<file path="config.mk">
export PLATFORM = sky130hd
export DESIGN_NAME = z80_sram_ctrl
export DESIGN_NICKNAME = d
export VERILOG_FILES = /design/src/rtl/z80_pkg.sv /design/src/rtl/z80_sync.sv /design/src/rtl/z80_sram_ctrl.sv
export SDC_FILE = /design/constraint.sdc
export NUM_CORES = 1
export LEC_CHECK = 0
export ABC_AREA = 1
export BUFFER_PORTS_ARGS = -buffer_cell sky130_fd_sc_hd__buf_2
export CAP_MARGIN = 5
export CORE_MARGIN = 8
export CORE_UTILIZATION = 35
export DETAILED_ROUTE_END_ITERATION = 6
export PLACE_DENSITY_LB_ADDON = 0.3
export SLEW_MARGIN = 20
export SYNTH_ARGS = -nofsm -noshare
export SYNTH_HDL_FRONTEND = slang
export SYNTH_SLANG_ARGS = --single-unit
</file>
<file path="constraint.sdc">
create_clock -name clk -period 2.2 [get_ports clk]
set_input_delay 0.11 -clock clk [delete_from_list [all_inputs] [get_ports clk]]
set_output_delay 0.11 -clock clk [all_outputs]
set_load 0.01 [all_outputs]
</file>
<file path="src/rtl/z80_pkg.sv">
// Shared definitions for the Z80 SRAM controller: FSM state encoding,
// default physical-page width and SRAM access length, shared with Z80_MMU.
package z80_pkg;

  localparam int PA_DEF          = 12;
  localparam int WAIT_CYCLES_DEF = 2;

  typedef enum logic [2:0] {
    ST_IDLE   = 3'd0,
    ST_SETUP  = 3'd1,
    ST_RD_ACC = 3'd2,
    ST_WR_ACC = 3'd3,
    ST_DONE   = 3'd4
  } state_e;

  // Clamp a cycle count into the 4-bit wait counter range without wrapping.
  function automatic logic [3:0] wait_load(input int cycles);
    if (cycles < 0)
      wait_load = 4'd0;
    else if (cycles > 15)
      wait_load = 4'd15;
    else
      wait_load = 4'(cycles);
  endfunction

endpackage

</file>
<file path="src/rtl/z80_sync.sv">
// Multi-flop synchronizer for one asynchronous, active-low Z80 strobe.
// Resets to 1 so a strobe reads as inactive while the chain refills.
module z80_sync #(
  parameter int SYNC_STAGES = 2
) (
  input  logic clk,
  input  logic rst,
  input  logic d_i,
  output logic q_o
);

  logic [SYNC_STAGES-1:0] ff_q;

  always_ff @(posedge clk) begin
    if (rst)
      ff_q <= '1;
    else
      ff_q <= {ff_q[SYNC_STAGES-2:0], d_i};
  end

  assign q_o = ff_q[SYNC_STAGES-1];

endmodule

</file>
<file path="src/rtl/z80_sram_ctrl.sv">
// Z80 bus to asynchronous SRAM controller with synchronized CPU strobes.
// Optional macro Z80_SRAM_NWAIT_EN drives nWAIT low during SRAM accesses.
module z80_sram_ctrl
  import z80_pkg::*;
#(
  parameter int PA          = PA_DEF,
  parameter int WAIT_CYCLES = WAIT_CYCLES_DEF,
  parameter int SYNC_STAGES = 2
) (
  input  logic          clk,
  input  logic          rst,
  input  logic          nMREQ,
  input  logic          nRD,
  input  logic          nWR,
  input  logic          nRFSH,
  input  logic [PA+7:0] ram_addr,
  input  logic [7:0]    cpu_wdata,
  output logic [7:0]    cpu_rdata,
  output logic [PA+7:0] sram_addr,
  input  logic [7:0]    sram_dq_in,
  output logic [7:0]    sram_dq_out,
  output logic          sram_dq_oe,
  output logic          sram_nCE,
  output logic          sram_nOE,
  output logic          sram_nWE,
  output logic          nWAIT,
  output logic          busy
);

  localparam logic [3:0] RD_LOAD = wait_load(WAIT_CYCLES - 1);
  localparam logic [3:0] WR_LOAD = wait_load(WAIT_CYCLES);

  logic s_mreq_n, s_rd_n, s_wr_n, s_rfsh_n;

  z80_sync #(.SYNC_STAGES(SYNC_STAGES)) u_sync_mreq (
    .clk(clk), .rst(rst), .d_i(nMREQ), .q_o(s_mreq_n)
  );
  z80_sync #(.SYNC_STAGES(SYNC_STAGES)) u_sync_rd (
    .clk(clk), .rst(rst), .d_i(nRD), .q_o(s_rd_n)
  );
  z80_sync #(.SYNC_STAGES(SYNC_STAGES)) u_sync_wr (
    .clk(clk), .rst(rst), .d_i(nWR), .q_o(s_wr_n)
  );
  z80_sync #(.SYNC_STAGES(SYNC_STAGES)) u_sync_rfsh (
    .clk(clk), .rst(rst), .d_i(nRFSH), .q_o(s_rfsh_n)
  );

  state_e        state_q;
  logic [3:0]    cnt_q;
  logic [PA+7:0] addr_q;
  logic [7:0]    rdata_q;
  logic [7:0]    wdata_q;
  logic          dq_oe_q;
  logic          nce_q;
  logic          noe_q;
  logic          nwe_q;
`ifdef Z80_SRAM_NWAIT_EN
  logic          nwait_q;
`endif

  always_ff @(posedge clk) begin
    if (rst) begin
      state_q <= ST_IDLE;
      cnt_q   <= 4'd0;
      addr_q  <= '0;
      rdata_q <= 8'h00;
      wdata_q <= 8'h00;
      dq_oe_q <= 1'b0;
      nce_q   <= 1'b1;
      noe_q   <= 1'b1;
      nwe_q   <= 1'b1;
`ifdef Z80_SRAM_NWAIT_EN
      nwait_q <= 1'b1;
`endif
    end else begin
      unique case (state_q)
        ST_IDLE: begin
          // Refresh cycles (nRFSH low) never touch the SRAM.
          if (!s_mreq_n && s_rfsh_n) begin
            addr_q  <= ram_addr;
            state_q <= ST_SETUP;
          end
        end

        ST_SETUP: begin
          if (s_mreq_n) begin
            state_q <= ST_IDLE;
          end else if (!s_rd_n) begin
            cnt_q   <= RD_LOAD;
            nce_q   <= 1'b0;
            noe_q   <= 1'b0;
            state_q <= ST_RD_ACC;
`ifdef Z80_SRAM_NWAIT_EN
            nwait_q <= 1'b0;
`endif
          end else if (!s_wr_n) begin
            cnt_q   <= WR_LOAD;
            wdata_q <= cpu_wdata;
            dq_oe_q <= 1'b1;
            nce_q   <= 1'b0;
            state_q <= ST_WR_ACC;
`ifdef Z80_SRAM_NWAIT_EN
            nwait_q <= 1'b0;
`endif
          end
        end

        ST_RD_ACC: begin
          if (cnt_q == 4'd0) begin
            rdata_q <= sram_dq_in;
            nce_q   <= 1'b1;
            noe_q   <= 1'b1;
            state_q <= ST_DONE;
`ifdef Z80_SRAM_NWAIT_EN
            nwait_q <= 1'b1;
`endif
          end else begin
            cnt_q <= cnt_q - 4'd1;
          end
        end

        ST_WR_ACC: begin
          // nWE high with a nonzero count is the setup cycle; at zero it is the hold cycle.
          if (nwe_q) begin
            if (cnt_q == 4'd0) begin
              dq_oe_q <= 1'b0;
              nce_q   <= 1'b1;
              state_q <= ST_DONE;
`ifdef Z80_SRAM_NWAIT_EN
              nwait_q <= 1'b1;
`endif
            end else begin
              nwe_q <= 1'b0;
            end
          end else begin
            cnt_q <= cnt_q - 4'd1;
            if (cnt_q == 4'd1)
              nwe_q <= 1'b1;
          end
        end

        ST_DONE: begin
          if (s_mreq_n)
            state_q <= ST_IDLE;
        end

        default: state_q <= ST_IDLE;
      endcase
    end
  end

  assign cpu_rdata   = rdata_q;
  assign sram_addr   = addr_q;
  assign sram_dq_out = wdata_q;
  assign sram_dq_oe  = dq_oe_q;
  assign sram_nCE    = nce_q;
  assign sram_nOE    = noe_q;
  assign sram_nWE    = nwe_q;
  assign busy        = (state_q != ST_IDLE);

`ifdef Z80_SRAM_NWAIT_EN
  assign nWAIT = nwait_q;
`else
  assign nWAIT = 1'b1;
`endif

endmodule

</file>
### Yosys cells after proc, flatten, opt, wreduce, memory -nomap -nowiden

Index checks and enable logic that the tools add are counted.

* $add $sub $neg: 1
* equality and inequality tests: 18
* muxes and demuxes: 33
* bitwise operators: 2
* reductions and logical operators: 16

Operators with widths (number)
* two-way mux 3 bit: 7
* two-way mux 4 bit: 5
* inequality test 2 bit, second input constant: 9
* two-way mux 1 bit: 16
* AND reduction 4 bit: 4
* case mux 3 bit (5 select lines): 1
* case mux 4 bit (3 select lines): 1
* == test 3 x 2 -> 1 bit, second input constant: 2
* AND reduction 6 bit: 1
* nonzero test 3 bit: 2
* AND reduction 5 bit: 1
* == test 4 x 1 -> 1 bit, second input constant: 1
* zero test 4 bit: 1
* inequality test 2 x 1 -> 1 bit, second input constant: 2
* inequality test 4 bit, second input constant: 1
* case mux 1 bit (2 select lines): 2
* AND reduction 2 bit: 2
* nonzero test 2 bit: 2
* subtractor 4 x 1 -> 4 bit, second input constant: 1
* == test 3 x 1 -> 1 bit, second input constant: 1
* == test 3 bit, second input constant: 1
* zero test 3 bit: 1
* inequality test 3 bit, second input constant: 1
* case mux 1 bit (3 select lines): 1
* other kinds (3): 4

* flip-flop bits (word level): 55
* input port bits: 42

### Depth between registers and ports, before layout

* word-level depth: 4
* gate-level depth with buffers: 9
* mapped depth without buffers: 9

### By module

A second synthesis with hierarchy kept.

* cell total of the unflattened synthesis: 307
* area, all modules: 2250.9 um^2

By module, submodules not included
* z80_sram_ctrl: times used 1, cells an instance 279, area each 2015.7 um^2
* z80_sync: times used 4, cells an instance 7, area each 58.8 um^2

### Worst setup path after synthesis

OpenSTA, ideal clock, no wires.

* path kind: register to register
* start point: register cnt_q[0]
* end point: register cnt_q[3]
* library setup time: 116 ps
* arrival: 1173 ps
* required time: 2084 ps
* setup slack: 911 ps
* cell stages (with the launch flop): 9
* buffers on the path: 0
* period minus slack after synthesis: 1289 ps
* cells stage by stage: dfxtp_1 inv_1 ha_1 nand3_2 inv_1 nand2_2 nand3_2 o21ai_0 nor2_1

* longest elaborated chain between the ends: 3
* elaborated cells on any way between the ends: 7

RTL lines
* from (decl): RTL line z80_sram_ctrl.sv:49 `logic [3:0] cnt_q;`
* from (signal assigned): RTL line z80_sram_ctrl.sv:118 `cnt_q <= cnt_q - 4'd1;`
* from (signal assigned): RTL line z80_sram_ctrl.sv:136 `cnt_q <= cnt_q - 4'd1;`
* subtractor 4 x 1 -> 4 bit or zero test 4 bit (tied branches): RTL line z80_sram_ctrl.sv:118, z80_sram_ctrl.sv:136, z80_sram_ctrl.sv:109
* two-way mux 4 bit (tied with other cells): RTL line z80_sram_ctrl.sv:124 `if (nwe_q) begin`
* case mux 4 bit (3 select lines) or AND reduction 5 bit (tied branches)

Several ways; a longest one is shown, not always the timed one. The select of a mux whose other input is x is not followed.
A chain may end at the register's enable or synchronous reset.

### Worst setup path in the final report

* start point: register state_q[0]
* end point: register addr_q[14], in the netlist sram_addr[14]

* longest elaborated chain between the ends: 2

RTL lines
* from (decl): RTL line z80_sram_ctrl.sv:48 `state_e state_q;`
* from (signal assigned): RTL line z80_sram_ctrl.sv:63 `state_q <= ST_IDLE;`
* from (signal assigned): RTL line z80_sram_ctrl.sv:81 `state_q <= ST_SETUP;`
* from (signal assigned): RTL line z80_sram_ctrl.sv:87 `state_q <= ST_IDLE;`
* zero test 3 bit: RTL line z80_sram_ctrl.sv:76 `unique case (state_q)`
* AND reduction 2 bit (no source line)
* to (signal assigned): RTL line z80_sram_ctrl.sv:80 `addr_q <= ram_addr;`
* to (decl): RTL line z80_sram_ctrl.sv:50 `logic [PA+7:0] addr_q;`

Every way passes these cells.

==> out/metrics.cfg <==
[outcome]
outcome = finished, final reports clean

[synthesis]
postSynthCellCount = 294
synthFlopType = dfxtp_1
synthTopCellsByCount = nor2_1 (75), dfxtp_1 (55), o21ai_0 (39)
ys_ff_latch = 55
syn_avg_cell_area_sq_um = 7.61
synth_edf_count = 0
synth-warning-count = 0
syn-cell-area_sq_um = 2240
synth_area_leader_cell = dfxtp_1
yosysSeqAreaShare = 0.492
synth_most_common_cell = nor2_1
yosys-top-cells-area = dfxtp_1 (49%), nor2_1 (13%), o21ai_0 (8.7%)
syn-num-nets = 339
synth_top_area_frac = 0.492
ys_types = 24
async_flop_share = 0

[timing]
setup_tns_ps = 0
final-setup-viol-count = 0
rsz0062_at_grt = false
period_share = 0.802
slew_viol_final = 0
fmax_mhz = 567
hold_viol = 0
skew_ps = 4.90
maxSlewHeadroom = 0.603
worstMarginPinSlew_ps = 595
fin_crit_ps = 1760

[worst_setup_path]
r2r-end = sram_addr[14]
end_kind = register
cp_top_family = simple AND/OR/NAND/NOR gates
r2r_setup_slack_ps = 440
required_ps = 2400
crit_top_cell = nor2_1
critical_path.max_stage_delay_ps = 390
cp.arrival_ps = 1970
r2r_cells = 6
reg2reg_from = state_q[0]
cp_max_fo = 21
critPathBufInv = 1
worstPathCellList = nor2_1 -> nand2_1 -> nor2_4 -> inv_1 -> nor2_1 -> nor2_1
setup.worst_path.start_class = register
path_class = reg -> reg
crit_slowest_cell = dfxtp_1

[detailed_routing]
dr.first_iter.drc_count = 168
dr.pass1.iters = 4
vias = 2090
drc = 0
wl_per_cell_um = 12.4
ant_nets = 0
vias_per_cell = 4.58
drt_wl_total_um = 5640

[layout]
syn_to_final_growth_pct = 27.6
fin_util = 0.455
final_net_count = 423
stdcell_area_sq_um = 2850
final_cells = 456
drive_above_1_share = 0.311
n_antenna_cell = 0

[clocking]
clock_sinks = 55
cts_tree = done
post_cts_buffers = 0
clk_latency_ps = 300
cts_max_path_buffers = 2
clockRootBuffer = clkbuf_8
clkSlewWorstSetupHoldPaths_ps = 100
cts-buffers-inserted = 5
htreeDepth = 2

[grt]
grt_use_total = 0.127
grt_overflow = 0
grt_max_degree = 22
antenna_found_initial = 0
grt_pass1_wl_um = 9430
grt_pass1_vias = 2039

[place]
gp_congestion = 0.832
placed_area_sq_um = 2700
dpl.cell_count = 444
dpl.hpwl_um = 4240
io_buffer_count = 82

[die]
coreArea_sq_um = 6280
rows = 29
die-area_sq_um = 9210
die_h_um = 96.0
initial_core_util = 0.356
die_w_um = 96.0
ios = 84

[hold_path]
hold_depth = 3
worstHoldPathType = in -> reg
holdPathEnd = sram_addr[0]
hp-start = ram_addr[0]

[flow_run]
drv_cap = 0

[pwr]
powerDensity_nw_per_um2 = 1050
p_leak_nw = 1.39
peakVddDrop_mv = 0.396

==> worst register-to-register path: stages (launching register included) <==
cell     delay [ps]
dfxtp_1         390
nor2_1          180
nand2_1         140
nor2_4          330
inv_1           370
nor2_1          190
nor2_1           60
==> repair_timing <==
item,CTS,global route
hold buffers,4,0
endpoints found under the hold margin,4,0
resized for setup,0,1
setup endpoints to repair,0,20
==> cells by family after synthesis <==
family / share of synthesized area
AO/OA/AOI/OAI: 0.112
XOR/XNOR: 0.00392
adder cells (fa/ha/maj): 0.0168
buffers and inverters: 0.0632
flip-flops: 0.492
other: 0.00168
AND/OR/NAND/NOR: 0.310
==> registers in the layout, summed over array words and instances (netlist names), 2 cells and up <==
name and count:
cpu_rdata 8, u_sync_wr.ff_q 2, cnt_q 4, sram_dq_out 8, u_sync_rd.ff_q 2, sram_addr 20, state_q 3, u_sync_mreq.ff_q 2
u_sync_rfsh.ff_q 2
==> layout make-up <==
type | instances | area [sq um]
inverters | 21 | 78.8
well taps | 77 | 96.3
repair buffers | 88 | 465
flip-flops and latches | 55 | 1100
multi-input cells | 207 | 1000
clock inverters | 3 | 43.8
fillers | 672 | 3420
clock buffers | 5 | 68.8
==> cells in the final DEF, fill, tap and decap left out <==
cell type      synthesis  final
inv_2                  4      4
inv_1                 16     16
nand2_4                2      2
nand3_1               14     14
dfxtp_1               55     55
o21ai_0               39     39
dlygate4sd3_1          0      4
bufinv_16              0      1
or2_2                  8      8
nand2_1               36     36
clkinv_2               0      1
nand2_2                1      1
ha_1                   3      3
a21oi_1               11     11
buf_2                  2     82
conb_1                 1      1
nand3_2                4      4
nor3_2                 1      1
xnor2_1                1      1
buf_4                  3      2
nand4_1                5      5
nor2_4                 2      3
nor2_2                 4      3
clkinv_4               0      1
clkbuf_8               0      5
clkinv_1               1      1
nor2_1                75     75
==> how the worst max path moves through the flow <==
stage / startpoint / endpoint / slack (ps) / cells after the start
finish: state_q[0] / sram_addr[14] / 440 / 6
detailed placement: state_q[0] / sram_addr[6] / 150 / 6
global placement: state_q[2] / sram_addr[6] / 200 / 6
floorplan: cnt_q[0] / cnt_q[3] / 910 / 8
CTS: state_q[0] / sram_addr[6] / 150 / 6
global route: state_q[0] / sram_addr[19] / 220 / 6
==> power by group <==
group          internal, mW  switching (mW)
Clock                 0.339           0.328
Combinational         0.381           0.680
Sequential             1.16           0.112
==> through the flow <==
step	hold WS, ps	setup slack (ps)	power, mW
floorplan	214	911	2.04
global placement	296	197	2.34
detailed placement	294	153	2.35
CTS	9.86	153	3.02
global route	18.1	220	3.25
finish	22.9	436	3.00
==> layer usage <==
metal | vias up | part of all wire | global-route usage
li1 | 1105 | - | -
met1 | 929 | 0.44 | 0.151
met2 | 52 | 0.48 | 0.213
met3 | 4 | 0.072 | 0.0367
met4 | 0 | 0.0090 | 0.0461
met5 | - | 0 | 0
Note: power is estimated with default switching activity, not from simulation.
